`config.mk`:
```
export PLATFORM = sky130hd
export DESIGN_NAME = eth_rx_fifo_write_flat
export DESIGN_NICKNAME = d
export VERILOG_FILES = /design/src/rtl/eth_rx_fifo_pkg.sv /design/src/rtl/eth_rx_fifo_if.sv /design/src/rtl/eth_rx_stat_counter.sv /design/src/rtl/eth_rx_fifo_write.sv /design/src/flat_wrapper.sv
export SDC_FILE = /design/constraint.sdc
export NUM_CORES = 1
export LEC_CHECK = 0
export CORE_AREA = 2 2 509 511
export DETAILED_ROUTE_END_ITERATION = 6
export DIE_AREA = 0 0 511 513
export DONT_BUFFER_PORTS = 1
export SYNTH_ARGS = -nofsm -noshare
export SYNTH_HDL_FRONTEND = slang
export SYNTH_SLANG_ARGS = --single-unit
```
`constraint.sdc`:
```
create_clock -name clk -period 5.1 [get_ports clk]
set_input_delay 1.02 -clock clk [delete_from_list [all_inputs] [get_ports clk]]
set_output_delay 1.02 -clock clk [all_outputs]
set_load 0.05 [all_outputs]
```
`src/rtl/eth_rx_fifo_pkg.sv`:
```
// Shared definitions for the RX frame queue: entry layout, FSM encoding and packing helper.
// The entry bit offsets are also used by the queue reader.
package eth_rx_fifo_pkg;

    localparam int DATA_W  = 512;
    localparam int KEEP_W  = 64;
    localparam int ENTRY_W = DATA_W + KEEP_W + 1;

    localparam int TDATA_LSB = 0;
    localparam int TKEEP_LSB = 512;
    localparam int TLAST_BIT = 576;

    typedef enum logic [1:0] {
        ST_IDLE  = 2'd0,
        ST_PASS  = 2'd1,
        ST_DROP  = 2'd2,
        ST_TRUNC = 2'd3
    } state_e;

    function automatic logic [ENTRY_W-1:0] pack_entry(
        input logic              tlast,
        input logic [KEEP_W-1:0] tkeep,
        input logic [DATA_W-1:0] tdata
    );
        logic [ENTRY_W-1:0] e;
        e                         = '0;
        e[TLAST_BIT]              = tlast;
        e[TKEEP_LSB +: KEEP_W]    = tkeep;
        e[TDATA_LSB +: DATA_W]    = tdata;
        return e;
    endfunction

endpackage

```
`src/rtl/eth_rx_fifo_if.sv`:
```
// MAC RX stream plus frame-queue write port, as seen between the environment (master)
// and the queue writer (slave).
interface eth_rx_fifo_if #(
    parameter int FIFO_DEPTH = 512
);
    import eth_rx_fifo_pkg::*;

    localparam int WC_W = $clog2(FIFO_DEPTH) + 1;

    logic                si_tvalid;
    logic [DATA_W-1:0]   si_tdata;
    logic [KEEP_W-1:0]   si_tkeep;
    logic                si_tlast;
    logic                si_tuser;

    logic                frame_q_full;
    logic [WC_W-1:0]     frame_q_wr_count;
    logic                frame_q_write;
    logic [ENTRY_W-1:0]  frame_q_din;

    modport master (
        output si_tvalid, si_tdata, si_tkeep, si_tlast, si_tuser,
        output frame_q_full, frame_q_wr_count,
        input  frame_q_write, frame_q_din
    );

    modport slave (
        input  si_tvalid, si_tdata, si_tkeep, si_tlast, si_tuser,
        input  frame_q_full, frame_q_wr_count,
        output frame_q_write, frame_q_din
    );

endinterface

```
`src/rtl/eth_rx_stat_counter.sv`:
```
// Free-running statistics counter with increment enable; wraps modulo 2^CNT_W.
module eth_rx_stat_counter #(
    parameter int CNT_W = 32
) (
    input  logic             clk,
    input  logic             rst,
    input  logic             inc,
    output logic [CNT_W-1:0] count
);

    always_ff @(posedge clk) begin
        if (rst) begin
            count <= '0;
        end else if (inc) begin
            count <= count + CNT_W'(1);
        end
    end

endmodule

```
`src/rtl/eth_rx_fifo_write.sv`:
```
// RX frame queue writer: registers the MAC stream, admits whole frames only when the
// queue has room for a worst-case frame, and drops or truncates the rest.
//
// state | meaning
// IDLE  | between frames; next beat is a first beat and gets the admission check
// PASS  | admitted frame in progress, beats are written
// DROP  | refused frame in progress, beats discarded until tlast
// TRUNC | queue overflowed mid-frame; waiting to write the tlast-only terminator
module eth_rx_fifo_write
    import eth_rx_fifo_pkg::*;
#(
    parameter int FIFO_DEPTH      = 512,
    parameter int MAX_FRAME_BEATS = 150,
    parameter int COUNT_LAT       = 4,
    parameter int CNT_W           = 32
) (
    input  logic             clk,
    input  logic             rst,
    eth_rx_fifo_if.slave     bus,
    output logic [CNT_W-1:0] cnt_frames_ok,
    output logic [CNT_W-1:0] cnt_frames_err,
    output logic [CNT_W-1:0] cnt_frames_drop,
    output logic [CNT_W-1:0] cnt_frames_trunc
);

    localparam int WC_W = $clog2(FIFO_DEPTH) + 1;

    localparam logic [1:0] S_IDLE  = ST_IDLE;
    localparam logic [1:0] S_PASS  = ST_PASS;
    localparam logic [1:0] S_DROP  = ST_DROP;
    localparam logic [1:0] S_TRUNC = ST_TRUNC;

    localparam logic [WC_W-1:0] DEPTH_C     = WC_W'(FIFO_DEPTH);
    localparam logic [WC_W-1:0] ADMIT_MIN_C = WC_W'(MAX_FRAME_BEATS + COUNT_LAT);

    logic                r_tvalid;
    logic [DATA_W-1:0]   r_tdata;
    logic [KEEP_W-1:0]   r_tkeep;
    logic                r_tlast;
    logic                r_tuser;

    logic [1:0]          state, state_nxt;
    logic                last_seen, last_seen_nxt;
    logic                nf_active, nf_active_nxt;

    logic [WC_W-1:0]     wr_count;
    logic [WC_W-1:0]     free_entries;
    logic                admit;
    logic                full;

    logic                wr_beat;
    logic                wr_term;
    logic                inc_ok, inc_err, inc_drop, inc_trunc;
    logic                old_last, new_beat, nf_after;

    always_ff @(posedge clk) begin
        if (rst) begin
            r_tvalid <= 1'b0;
            r_tdata  <= '0;
            r_tkeep  <= '0;
            r_tlast  <= 1'b0;
            r_tuser  <= 1'b0;
        end else begin
            r_tvalid <= bus.si_tvalid;
            r_tdata  <= bus.si_tdata;
            r_tkeep  <= bus.si_tkeep;
            r_tlast  <= bus.si_tlast;
            r_tuser  <= bus.si_tuser;
        end
    end

    // occupancy never exceeds FIFO_DEPTH, so the subtraction cannot wrap
    assign wr_count     = bus.frame_q_wr_count;
    assign free_entries = DEPTH_C - wr_count;
    assign admit        = (free_entries >= ADMIT_MIN_C);
    assign full         = bus.frame_q_full;

    always_ff @(posedge clk) begin
        if (rst) begin
            state     <= S_IDLE;
            last_seen <= 1'b0;
            nf_active <= 1'b0;
        end else begin
            state     <= state_nxt;
            last_seen <= last_seen_nxt;
            nf_active <= nf_active_nxt;
        end
    end

    always_comb begin
        state_nxt     = state;
        last_seen_nxt = last_seen;
        nf_active_nxt = nf_active;
        wr_beat       = 1'b0;
        wr_term       = 1'b0;
        inc_ok        = 1'b0;
        inc_err       = 1'b0;
        inc_drop      = 1'b0;
        inc_trunc     = 1'b0;
        old_last      = 1'b0;
        new_beat      = 1'b0;
        nf_after      = nf_active;

        case (state)
            S_IDLE: begin
                if (r_tvalid) begin
                    if (admit) begin
                        if (full) begin
                            state_nxt     = S_TRUNC;
                            last_seen_nxt = r_tlast;
                            nf_active_nxt = 1'b0;
                        end else begin
                            wr_beat = 1'b1;
                            if (r_tlast) begin
                                inc_ok  = 1'b1;
                                inc_err = r_tuser;
                            end else begin
                                state_nxt = S_PASS;
                            end
                        end
                    end else if (r_tlast) begin
                        inc_drop = 1'b1;
                    end else begin
                        state_nxt = S_DROP;
                    end
                end
            end

            S_PASS: begin
                if (r_tvalid) begin
                    if (full) begin
                        state_nxt     = S_TRUNC;
                        last_seen_nxt = r_tlast;
                        nf_active_nxt = 1'b0;
                    end else begin
                        wr_beat = 1'b1;
                        if (r_tlast) begin
                            inc_ok    = 1'b1;
                            inc_err   = r_tuser;
                            state_nxt = S_IDLE;
                        end
                    end
                end
            end

            S_DROP: begin
                if (r_tvalid && r_tlast) begin
                    inc_drop  = 1'b1;
                    state_nxt = S_IDLE;
                end
            end

            S_TRUNC: begin
                // once the cut frame's tlast is seen, any further beat belongs to a new frame
                old_last = r_tvalid && r_tlast && !last_seen;
                new_beat = r_tvalid && last_seen;
                if (new_beat) begin
                    if (r_tlast) begin
                        inc_drop = 1'b1;
                        nf_after = 1'b0;
                    end else begin
                        nf_after = 1'b1;
                    end
                end
                if (old_last) begin
                    last_seen_nxt = 1'b1;
                end
                nf_active_nxt = nf_after;

                if (!full && (last_seen || old_last)) begin
                    wr_term       = 1'b1;
                    inc_trunc     = 1'b1;
                    state_nxt     = nf_after ? S_DROP : S_IDLE;
                    last_seen_nxt = 1'b0;
                    nf_active_nxt = 1'b0;
                end
            end

            default: state_nxt = S_IDLE;
        endcase
    end

    assign bus.frame_q_write = wr_beat | wr_term;
    assign bus.frame_q_din   = wr_beat ? pack_entry(r_tlast, r_tkeep, r_tdata) :
                               wr_term ? pack_entry(1'b1, '0, '0) :
                                         '0;

    eth_rx_stat_counter #(.CNT_W(CNT_W)) u_cnt_ok (
        .clk   (clk),
        .rst   (rst),
        .inc   (inc_ok),
        .count (cnt_frames_ok)
    );

    eth_rx_stat_counter #(.CNT_W(CNT_W)) u_cnt_err (
        .clk   (clk),
        .rst   (rst),
        .inc   (inc_err),
        .count (cnt_frames_err)
    );

    eth_rx_stat_counter #(.CNT_W(CNT_W)) u_cnt_drop (
        .clk   (clk),
        .rst   (rst),
        .inc   (inc_drop),
        .count (cnt_frames_drop)
    );

    eth_rx_stat_counter #(.CNT_W(CNT_W)) u_cnt_trunc (
        .clk   (clk),
        .rst   (rst),
        .inc   (inc_trunc),
        .count (cnt_frames_trunc)
    );

endmodule

```
`src/flat_wrapper.sv`:
```
// flat-port wrapper written by rule: the top's interface ports become plain ports
module eth_rx_fifo_write_flat import eth_rx_fifo_pkg::*;
#(
    parameter int FIFO_DEPTH      = 512,
    parameter int MAX_FRAME_BEATS = 150,
    parameter int COUNT_LAT       = 4,
    parameter int CNT_W           = 32
)
  (clk, rst, cnt_frames_ok, cnt_frames_err, cnt_frames_drop, cnt_frames_trunc, bus_si_tvalid, bus_si_tdata, bus_si_tkeep, bus_si_tlast, bus_si_tuser, bus_frame_q_full, bus_frame_q_wr_count, bus_frame_q_write, bus_frame_q_din);
  eth_rx_fifo_if #(.FIFO_DEPTH(FIFO_DEPTH)) bus_i ();
  input  logic clk;
  input  logic rst;
  output logic [CNT_W-1:0] cnt_frames_ok;
  output logic [CNT_W-1:0] cnt_frames_err;
  output logic [CNT_W-1:0] cnt_frames_drop;
  output logic [CNT_W-1:0] cnt_frames_trunc;
  input wire logic [$bits(bus_i.si_tvalid)-1:0] bus_si_tvalid;
  input wire logic [$bits(bus_i.si_tdata)-1:0] bus_si_tdata;
  input wire logic [$bits(bus_i.si_tkeep)-1:0] bus_si_tkeep;
  input wire logic [$bits(bus_i.si_tlast)-1:0] bus_si_tlast;
  input wire logic [$bits(bus_i.si_tuser)-1:0] bus_si_tuser;
  input wire logic [$bits(bus_i.frame_q_full)-1:0] bus_frame_q_full;
  input wire logic [$bits(bus_i.frame_q_wr_count)-1:0] bus_frame_q_wr_count;
  output wire logic [$bits(bus_i.frame_q_write)-1:0] bus_frame_q_write;
  output wire logic [$bits(bus_i.frame_q_din)-1:0] bus_frame_q_din;
  assign bus_i.si_tvalid = bus_si_tvalid;
  assign bus_i.si_tdata = bus_si_tdata;
  assign bus_i.si_tkeep = bus_si_tkeep;
  assign bus_i.si_tlast = bus_si_tlast;
  assign bus_i.si_tuser = bus_si_tuser;
  assign bus_i.frame_q_full = bus_frame_q_full;
  assign bus_i.frame_q_wr_count = bus_frame_q_wr_count;
  assign bus_frame_q_write = bus_i.frame_q_write;
  assign bus_frame_q_din = bus_i.frame_q_din;
  eth_rx_fifo_write #(.FIFO_DEPTH(FIFO_DEPTH), .MAX_FRAME_BEATS(MAX_FRAME_BEATS), .COUNT_LAT(COUNT_LAT), .CNT_W(CNT_W)) u_core (.clk(clk), .rst(rst), .bus(bus_i), .cnt_frames_ok(cnt_frames_ok), .cnt_frames_err(cnt_frames_err), .cnt_frames_drop(cnt_frames_drop), .cnt_frames_trunc(cnt_frames_trunc));
endmodule
```
Word-level counts from Yosys, hierarchy flattened

Index checks and enable logic that the tools add are counted.

Flip-flop bits (word level): 711
Bits of input ports: 592
Output and inout bits: 706

Add/sub/neg operators: 5
Order comparisons: 1
Equal/unequal tests: 12
Multiplexer cells: 54
Bitwise operators: 1
Reduce and logical (&&, ||, !) cells: 12

Operators with widths:

| kind                   | count |
|---|---|
| $mux 577               | 2 |
| $add 32x1->32 const B  | 4 |
| $mux 1                 | 34 |
| $mux 2                 | 11 |
| $ge 10x8->1 const B    | 1 |
| $ne 2x1->1 const B     | 5 |
| $sub 10x10->10 const A | 1 |
| $pmux 1 s3             | 3 |
| $pmux 2 s4             | 1 |
| $reduce_and 7->1       | 1 |
| $ne 3x3->1 const B     | 2 |
| $pmux 1 s2             | 3 |
| $reduce_and 5->1       | 1 |
| $eq 2x2->1 const B     | 2 |
| $logic_and 1x1->1      | 4 |
| $reduce_and 4->1       | 1 |
| $ne 3x1->1 const B     | 1 |
| $ne 3x2->1 const B     | 1 |
| $reduce_bool 3->1      | 1 |
| $eq 2x1->1 const B     | 1 |
| $logic_not 1->1        | 2 |
| $logic_not 2->1        | 1 |
| $logic_or 1x1->1       | 1 |
| $or 1x1->1             | 1 |

Longest topological paths before layout

Gate-level depths: netlist of the first run.

Word-level depth: 8
Mapped depth: 11
Mapped depth without buffers: 9

Cells and area by module

Synthesis of the first run repeated with hierarchy kept, for this count alone.

Cells, all modules: 2659
Area total of the unflattened synthesis: 26262.7 um^2

Modules (own cells, without submodules):

| module                                      | instances | cells each | area an instance (um^2) | seq. area each (um^2) |
|---|---|---|---|---|
| eth_rx_fifo_write                           | 1         | 1942       | 20081.8                 | 11671.2 |
| eth_rx_stat_counter (u_core.u_cnt_drop ...) | 3         | 181        | 1564.0                  | 640.6 |
| eth_rx_stat_counter (u_core.u_cnt_trunc)    | 1         | 174        | 1488.9                  | 640.6 |

Worst setup path before layout of the first run

No wires, ideal clock.

Path kind: input port to output port
Start point: input port bus_frame_q_wr_count[0]
End point: output port bus_frame_q_din[576]
Arrival time: 3615 ps
Setup slack: 465 ps
Stages on the path: 8
Buffers on the path: 0
Cells stage by stage: inv_1 -> ha_1 -> o211ai_1 -> a2111oi_0 -> o21ai_0 -> o2111ai_4 -> nand2_1 -> o21ai_0

Word-level cells in the longest chain between the ends: 6

Ends and longest elaborated chain:

| element            | RTL line                 | source |
|---|---|---|
| start: declaration | flat_wrapper.sv:23       | `input wire logic [$bits(bus_i.frame_q_wr_count)-1:0] bus_frame_q_wr_count;` |
| $sub 10x10->10     | eth_rx_fifo_write.sv:74  | `assign free_entries = DEPTH_C - wr_count;` |
| $ge 10x8->1        | eth_rx_fifo_write.sv:75  | `assign admit = (free_entries >= ADMIT_MIN_C);` |
| $mux 1             | eth_rx_fifo_write.sv:107 | `if (admit) begin` |
| $mux 1             | eth_rx_fifo_write.sv:106 | `if (r_tvalid) begin` |
| $pmux 1 s2         | eth_rx_fifo_write.sv:104 | `case (state)` |
| $mux 577           | eth_rx_fifo_write.sv:184 | `assign bus.frame_q_din = wr_beat ? pack_entry(r_tlast, r_tkeep, r_tdata) :` |
| end: declaration   | flat_wrapper.sv:25       | `output wire logic [$bits(bus_i.frame_q_din)-1:0] bus_frame_q_din;` |

No other way between the ends.

Final worst setup path of the first run

Start point: input port bus_frame_q_wr_count[0]
End point: output port bus_frame_q_din[227]

Same word-level chain as after synthesis.

==> results of run 1 <==
flip-flops by register name, summed over array words and instances (netlist names):
signal                    flops
u_core.r_tvalid               1
u_core.last_seen              1
u_core.state                  2
u_core.r_tlast                1
u_core.u_cnt_err.count       32
u_core.r_tkeep               64
u_core.u_cnt_trunc.count     32
u_core.r_tdata              512
u_core.r_tuser                1
u_core.u_cnt_drop.count      32
u_core.nf_active              1
u_core.u_cnt_ok.count        32
cell usage after synthesis, types with 5 or more instances:
cell type / count / area share (%)
a21oi_1: 43 / 0.82
and3_1: 14 / 0.33
o211ai_1: 7 / 0.20
buf_4: 6 / 0.17
nor3b_1: 5 / 0.14
nand3_1: 33 / 0.63
o21ai_0: 21 / 0.40
nor4_1: 9 / 0.21
or4_1: 18 / 0.52
xnor2_1: 70 / 2.3
xor2_1: 20 / 0.67
a31o_2: 5 / 0.17
nand4_1: 35 / 0.84
inv_1: 23 / 0.33
clkbuf_1: 100 / 1.4
nor2_1: 111 / 1.6
nor3_1: 38 / 0.73
nand2_1: 59 / 0.85
nor4b_2: 9 / 0.52
or3_1: 15 / 0.36
o31ai_1: 16 / 0.46
ha_1: 6 / 0.29
nor4_2: 9 / 0.43
nor2b_1: 580 / 14
and2_1: 590 / 14
dfxtp_1: 711 / 54
and4_1: 13 / 0.43
clkbuf_2: 54 / 1.0
report_power, final:
part / switching [mW] / leakage (nW) / internal, mW / total (mW)
Combinational: 0.678 / 8.93 / 0.484 / 1.16
Sequential: 0.189 / 5.89 / 5.80 / 5.99
Clock: 3.04 / 1.67 / 4.40 / 7.44
placed cells by master (no fill, tap or decap), drive strengths merged, types with 7 or more instances in the layout:
cell type,n
a21oi,43
and2,590
and3,14
and4,13
buf,632
bufinv,12
clkbuf,125
clkinv,28
clkinvlp,11
dfxtp,711
diode,115
inv,28
nand2,59
nand3,33
nand4,35
nor2,112
nor2b,580
nor3,39
nor4,18
nor4b,10
o211ai,7
o21ai,22
o31ai,17
or3,15
or4,18
xnor2,70
xor2,20
layer usage:
metal / vias up / wire length [um] / GRT usage [%]
met5: - / 744 / 0
met1: 10300 / 77500 / 16.6
met3: 478 / 23400 / 7.79
met2: 1457 / 101000 / 26.6
li1: 9757 / - / -
met4: 114 / 5320 / 3.64
metrics by stage:
step	hold WS (ns)	cells	TNS, ns
finish	0.382	6818	0
global route	0.308	6758	0
CTS	0.298	6700	0
detailed placement	0.498	6518	-0.715
global placement	0.478	6518	0
floorplan	0.470	2675	0
worst max path at each step:
stage | startpoint | end | slack [ns] | cells past startpoint
floorplan | bus_frame_q_wr_count[0] | bus_frame_q_din[576] | 0.47 | 8
global placement | bus_frame_q_wr_count[0] | bus_frame_q_din[501] | 0.03 | 12
detailed placement | bus_frame_q_wr_count[0] | bus_frame_q_din[222] | -0.04 | 13
CTS | bus_frame_q_wr_count[0] | bus_frame_q_din[222] | 0.12 | 14
global route | bus_frame_q_wr_count[0] | bus_frame_q_din[191] | 0.06 | 14
finish | bus_frame_q_wr_count[0] | bus_frame_q_din[227] | 0.19 | 14
logic make-up (layout without fill, tap and decap cells):
kind of cell	Yosys count	in the layout	synth area share (%)
buffers and inverters	192	836	3.19
adder cells (fa/ha/maj)	6	6	0.287
flip-flops	711	711	54.3
other	0	115	0
XOR/XNOR	90	90	3.01
AO/OA/AOI/OAI	118	118	3.01
AND/OR/NAND/NOR	1555	1555	36.1
multiplexers	3	3	0.115
timing repair:
| action | 4_1_cts | 5_1_grt |
|---|---|---|
| gates cloned | 0 | 0 |
| setup endpoints to repair | 40 | 14 |
| buffers inserted | 1 | 0 |
| resized for setup | 0 | 1 |
| pin swaps | 1 | 0 |
final cells by class:
type | instances | area (sq um)
Clock inverter | 56 | 747
Fill cell | 28100 | 210000
Timing Repair Buffer | 632 | 12300
Antenna cell | 115 | 288
Inverter | 23 | 86.3
Clock buffer | 125 | 2720
Tap cell | 3384 | 4230
Sequential cell | 711 | 14200
Multi-Input combinational cell | 1772 | 11100
critical path: cells and delay by family:
family / cells / cell delay, ns
AO/OA/AOI/OAI: 4 / 1.07
buffers and inverters: 6 / 0.93
AND/OR/NAND/NOR: 3 / 0.50
adder cells (fa/ha/maj): 1 / 0.28
==> results.cfg, run 1 <==
[status]
status = finished, final reports clean

[sta]
tightest_slew_ns = 1.27
post-route-min-period_ns = 4.91
hold_violations = 0
skew_ns = 0.0334
postLayoutSetupSlackWorst_ns = 0.187
timing.fmax_mhz = 204
rsz0062_at_grt = false
max_slew_margin_pct = 15.2
period_share_pct = 96.3
setup_viol = 0
slew_viol_final = 0

[run]
maxCapViolCount = 0

[cts]
cts_max_level = 3
hold_buffers = 0
clk_transition_reported_paths_ns = 0.06
cts_inserted_buffers = 98
clkLatencyLatePin_ns = 0.73
clock_sinks = 711
cts_tree = yes
clockRootBuffer = clkbuf_16
clock_path_buffers = 3

[floorplanning]
initial_core_util_pct = 10.2
die_area_sq_um = 262000
design.core.area_sq_um = 256000
die_height_um = 513
die_w_um = 511
boundaryPins = 1298
fp-row-count = 186

[synthesis]
yosysWarnings = 0
async_reset_ff_share_pct = 0
syn_nets = 3273
synth_area_per_cell_sq_um = 9.79
synth_cells = 2675
synthFlopType = dfxtp_1
seq_area_frac_synth_pct = 54.3
synth-edff-count = 0
synth_cell_types = 62
synth-seq-cells = 711
syn_area_sq_um = 26200

[min_path]
hold_depth = 1
holdPathEnd = u_core.u_cnt_trunc.count[29]
min_path_type = input pin to register
hp-start = rst

[critical_path]
critPathKind = input pin to output pin
cpMostUsedCell = buf_12
cp.arrival_ns = 3.89
cp_slowest_stage_delay_ns = 0.49
r2r_cells = 7
r2r-end = u_core.u_cnt_ok.count[31]
r2r-start = u_core.u_cnt_ok.count[3]
endpoint_kind = output pin
critPathRequiredTime_ns = 4.08
cp_cell_sequence = inv_1 -> ha_1 -> o211ai_1 -> a2111oi_0 -> o21ai_1 -> o2111ai_4 -> nand2_1 -> nor2_4 -> buf_12 -> buf_12 -> buf_12 -> buf_12 -> and2_1 -> buf_12
worst_path_max_delay_cell = a2111oi_0
r2r_setup_slack_ns = 1.31
timing.critical_path.from_type = input pin
crit_fanout = 44

[global_routing]
grt_max_degree = 712
grt_overflow_total = 0
grt_pass1_wl_mm = 258
grt_pass1_vias = 21900
track_usage_pct = 15.4
antenna_found_initial = 315

[power_and_ir_drop]
vdd_ir_drop_max_uv = 264
p_total_mw = 14.6
pwr_density_cell_nw_per_um2 = 319
p_leak_nw = 16.5

[drt]
via_count = 22100
drtAntennaViolNets = 0
wl_mm = 208
route.detailed.wl_per_inst_um = 30.5
vias_per_cell = 3.24
initialDrtViolationCount = 1130
drcViolationCount = 0
first_pass_iters = 5

[final_layout]
nets = 3836
fin_util_pct = 17.9
drive_above_1_share_pct = 25.2
stdcell_area_sq_um = 45800
area_growth_pct = 74.8

[place]
globalplace.congestion = 0.928
port_buffers = 0
dp_slack_ns = -0.0441
hpwl_mm = 179
place_area_sq_um = 41900
No activity file was read; power rests on OpenSTA's default activity.
==> run 2, diff against run 1 <==
- SETUP_SLACK_MARGIN: unset -> 0.4
==> run 2 against run 1 <==
Net effect: fmax is 5.0% higher; die area stayed put; cell count is 0.21% higher; design area is 0.31% higher; first-iteration DRC count is 2.1% lower; critical path type unchanged; largest cell class unchanged.
==> results.cfg, run 2 (synthesis gave the netlist of run 1 again) <==
[sta]
tns_ns = 0
hold_violations = 0
max_slew_margin_pct = 15.2
skew_ns = 0.0361
rsz0062_at_grt = true
tightest_slew_ns = 1.27
slew_viol_final = 0
timing.fmax_mhz = 214
setup_viol = 0
period_share_pct = 91.7
post-route-min-period_ns = 4.68

[cts]
cts_inserted_buffers = 98
clock_path_buffers = 3
cts_max_level = 3
clockRootBuffer = clkbuf_16
clock_sinks = 711
clk_transition_reported_paths_ns = 0.06
clkLatencyLatePin_ns = 0.73
cts_tree = yes

[critical_path]
critPathRequiredTime_ns = 4.08
worst_path_max_delay_cell = or3b_2
cp_slowest_stage_delay_ns = 0.47
timing.critical_path.from_type = input pin
crit_fanout = 74
cpMostUsedCell = buf_12
critPathKind = input pin to output pin
endpoint_kind = output pin
cp_cell_sequence = inv_1 -> ha_2 -> or3b_2 -> nand4_1 -> a211o_1 -> o2111ai_4 -> nand2_2 -> nor2_4 -> buf_12 -> buf_12 -> buf_16 -> and2_1 -> buf_12 -> buf_12
cp.arrival_ns = 3.66
r2r_setup_slack_ns = 1.27
critical_path_buf_inv_count = 6
critPathTopFamily = simple AND/OR/NAND/NOR gates

[run]
maxCapViolCount = 0

[place]
hpwl_mm = 179
globalplace.congestion = 0.928
placedCellCount = 6518
port_buffers = 0

[drt]
route.detailed.wl_per_inst_um = 30.6
vias_per_cell = 3.24
first_pass_iters = 5
via_count = 22100
drcViolationCount = 0
wl_mm = 209
initialDrtViolationCount = 1106
drtAntennaViolNets = 0

[final_layout]
area_growth_pct = 75.3
regMostFlops = u_core.r_tdata
final_cell_mix = 711 x dfxtp_1, 599 x buf_12, 585 x and2_1, 580 x nor2b_1, 111 x nor2_1
top_regs = u_core.r_tdata x512, u_core.r_tkeep x64
final_cell_count_no_fill = 6832
drive_above_1_share_pct = 25.6
nets = 3838
largest_register_ffs = 512
fillers = 28000
layout_commonest_cell = dfxtp_1

[power_and_ir_drop]
swShare_pct = 26.8
pwr-share-clk_pct = 51.0
pwr_density_cell_nw_per_um2 = 318
switching_power_mw = 3.91
vdd_ir_drop_max_uv = 265
p_seq_share_pct = 41.0
intPower_mw = 10.7
p_leak_nw = 16.5
p_comb_share_pct = 8.0

[global_routing]
grt_pass1_wl_mm = 259
grt_max_degree = 712
antenna_found_initial = 317
grt_pass1_vias = 21900
track_usage_pct = 15.4
grt_overflow_total = 0

[min_path]
min_path_type = input pin to register

[floorplanning]
design.core.area_sq_um = 256000
initial_core_util_pct = 10.2
fp-row-count = 186
die_area_sq_um = 262000
die_height_um = 513
die_w_um = 511
boundaryPins = 1298

[status]
status = finished, final reports clean
[run 2: changes by cell type in the layout (fill, tap and decap cells not counted), moves of 4 or more]
cell | before | now
diode_2 | 115 | 127
buf_12 | 603 | 599
and2_4 | 0 | 4
and2_1 | 590 | 585
buf_16 | 3 | 7
[run 2: area by class of cell]
class | count | area [sq um] | share of cell area, %
tap | 3384 | 4230 | 9.22
sequential | 711 | 14200 | 31.0
multi-input combinational | 1772 | 11200 | 24.3
antenna | 127 | 318 | 0.692
clock inverter | 56 | 747 | 1.63
clock buffer | 125 | 2720 | 5.91
timing repair buffer | 634 | 12400 | 27.0
inverter | 23 | 86.3 | 0.188
[run 2: power groups by stage]
| stage | Sequential [mW] | Clock (mW) | Combinational [mW] |
|---|---|---|---|
| floorplan | 5.95 | 0 | 0.640 |
| CTS | 6.00 | 7.79 | 1.11 |
| finish | 5.99 | 7.45 | 1.17 |
| global route | 6.01 | 7.94 | 1.24 |
| detailed placement | 6.12 | 0 | 1.09 |
| global placement | 6.13 | 0 | 1.08 |
[run 2: timing repair]
item                       in CTS  in global routing
hold buffers                    0                  0
pin swaps                       3                  0
resized for setup               8                  9
gates cloned                    1                  0
setup endpoints to repair     572                206
buffers inserted                2                  0
[run 2: final timing paths]
kind,startpoint,end,cells after the start
min,rst,u_core.u_cnt_trunc.count[7],1
max reg2reg,u_core.u_cnt_ok.count[3],u_core.u_cnt_ok.count[31],7
max,bus_frame_q_wr_count[0],bus_frame_q_din[226],14
min reg2reg,u_core.nf_active,u_core.nf_active,1
[run 2: metrics by stage]
step                power [mW]  setup slack [ns]  util, %  hold WS [ns]  area [sq um]
floorplan                 6.59             0.465        -         0.470         26200
global placement          7.21            0.0279     16.4         0.478         41900
detailed placement        7.21           -0.0441     16.4         0.498         41900
CTS                       14.9             0.401     17.8         0.298         45500
global route              15.2             0.354     17.9         0.308         45800
finish                    14.6             0.423     17.9         0.384         45900
[run 2: per-layer routing]
layer | vias to the layer above | GRT usage [%] | wire length (um)
li1 | 9785 | - | -
met5 | - | 0 | 723
met2 | 1451 | 26.6 | 102000
met1 | 10300 | 16.7 | 78000
met3 | 471 | 7.76 | 23400
met4 | 112 | 3.67 | 5140
==> run 3, diff against run 2 <==
- CORE_AREA: 2 2 509 511 -> 10 10 502 504
- DIE_AREA: 0 0 511 513 -> 0 0 512 514
==> run 3 against run 2 <==
Net effect: the run now ends with max-slew violations left; first-iteration DRC count increased by 10%; setup slack got worse by 0.030 ns; design area shrank 0.20%; total power fell by 2.2%; combinational power hardly changed; global-route usage fell by 0.29 points; register-to-register slack gained 0.11 ns; routed wire length grew 1.9%; clock skew decreased by 0.013 ns; critical path depth stayed put; clock-buffer cell count is 9 lower; die area increased by 0.39%; critical path type unchanged; largest cell class unchanged.
==> results.cfg, run 3 (synthesis gave the netlist of run 1 again) <==
[sta]
tightest_slew_ns = 1.87
timing.fmax_mhz = 212
hold_violations = 0
max_slew_margin_pct = -24.7
rsz0062_at_grt = true
slew_viol_final = 238
setup_viol = 0
tns_ns = 0
skew_ns = 0.0228
period_share_pct = 92.3
post-route-min-period_ns = 4.71

[final_layout]
regMostFlops = u_core.r_tdata
largest_register_ffs = 512
layout_commonest_cell = dfxtp_1
drive_above_1_share_pct = 29.0
top_regs = u_core.r_tdata x512, u_core.r_tkeep x64
final_cell_mix = 711 x dfxtp_1, 583 x buf_12, 580 x nor2b_1, 472 x and2_1, 117 x and2_4
final_cell_count_no_fill = 6630
nets = 3837
area_growth_pct = 74.9

[power_and_ir_drop]
vdd_ir_drop_max_uv = 239
p_leak_nw = 16.7
pwr_density_cell_nw_per_um2 = 312

[critical_path]
crit_fanout = 8
critical_path_buf_inv_count = 6
cp_cell_sequence = inv_1 -> ha_2 -> o211ai_1 -> a2111oi_4 -> o21ai_2 -> o2111ai_4 -> nand2_2 -> nor2_4 -> buf_12 -> buf_12 -> buf_12 -> clkbuf_16 -> and2_4 -> buf_12
critPathRequiredTime_ns = 4.08
critPathTopFamily = compound AO/OA/AOI/OAI gates
critPathKind = input pin to output pin
crit_cells = 14
cp.arrival_ns = 3.69
cp_slowest_stage_delay_ns = 0.43
cpMostUsedCell = buf_12
timing.critical_path.from_type = input pin
r2r_cells = 8
endpoint_kind = output pin
worst_path_max_delay_cell = a2111oi_4

[drt]
drtAntennaViolNets = 0
vias_per_cell = 3.35
wl_mm = 213
drcViolationCount = 0
first_pass_iters = 5
initialDrtViolationCount = 1218
route.detailed.wl_per_inst_um = 32.1
via_count = 22200

[cts]
clkLatencyLatePin_ns = 0.72
clk_transition_reported_paths_ns = 0.06
cts_max_level = 3
cts_tree = yes
clock_path_buffers = 3
clockRootBuffer = clkbuf_16
clock_sinks = 711
cts_inserted_buffers = 94

[floorplanning]
initial_core_util_pct = 10.8
fp-row-count = 181
boundaryPins = 1298
die_w_um = 512
design.core.area_sq_um = 242000
die_area_sq_um = 263000
die_height_um = 514

[min_path]
hold_depth = 1
min_path_type = input pin to register

[global_routing]
grt_max_degree = 712
grt_overflow_total = 0
track_usage_pct = 15.2
antenna_found_initial = 326
grt_pass1_vias = 21900
grt_pass1_wl_mm = 258

[place]
hpwl_mm = 181
port_buffers = 0
globalplace.congestion = 0.865
placedCellCount = 6317

[run]
maxCapViolCount = 0

[status]
violations = max-slew violations
status = finished, violations left
## run 3: changes by cell type in the layout (fill, tap and decap cells not counted), sizes merged
cell    delta
diode     -15
clkinv     -5
inv        +5
buf        -4
bufbuf     -1
bufinv     +1
clkbuf     -1
## run 3: routing by layer
| metal | vias to the layer above | GRT usage, % | share of wire, % |
|---|---|---|---|
| met3 | 549 | 10.9 | 15 |
| met4 | 142 | 3.41 | 3.0 |
| met5 | - | 0 | 0.40 |
| met2 | 1567 | 26.4 | 48 |
| li1 | 9760 | - | - |
| met1 | 10200 | 14.5 | 33 |
## run 3: area by class of cell
type / instances / area, sq um
repair buffers: 637 / 12400
inverters: 23 / 86.3
clock buffers: 116 / 2580
flip-flops and latches: 711 / 14200
diodes: 112 / 280
well taps: 3202 / 4010
fillers: 26300 / 196000
clock inverters: 57 / 753
multi-input cells: 1772 / 11500
## run 3: through the flow
stage | setup slack, ns | area [sq um] | hold WS, ns | utilization (%) | total power, mW
2_1_floorplan | 0.465 | 26200 | 0.470 | - | 6.59
3_3_place_gp | 0.0880 | 41300 | 0.480 | 17.1 | 7.13
3_5_place_dp | 0.0768 | 41300 | 0.514 | 17.1 | 7.13
4_1_cts | 0.378 | 45000 | 0.319 | 18.6 | 14.5
5_1_grt | 0.289 | 45600 | 0.336 | 18.8 | 14.8
6_report | 0.393 | 45800 | 0.416 | 18.9 | 14.3
## run 3: final timing paths
check / endpoint / start / slack [ns]
worst max-delay path: bus_frame_q_din[189] / bus_frame_q_wr_count[0] / 0.39
worst min-delay path: u_core.r_tdata[352] / bus_si_tdata[352] / 0.42
worst max register to register: u_core.u_cnt_drop.count[31] / u_core.u_cnt_drop.count[6] / 1.38
worst min register to register: u_core.nf_active / u_core.nf_active / 0.53
## run 3: where the power goes
group / internal [mW] / switching (mW) / total, mW
clock network: 4.28 / 2.92 / 7.21
registers: 5.80 / 0.141 / 5.94
logic: 0.517 / 0.620 / 1.14
total: 10.6 / 3.69 / 14.3
## run 3: repair_timing
item,CTS,global route
hold buffers,0,0
pin swaps,3,12
setup endpoints to repair,499,473
setup buffers,8,3
gates cloned,5,12
resized for setup,9,132
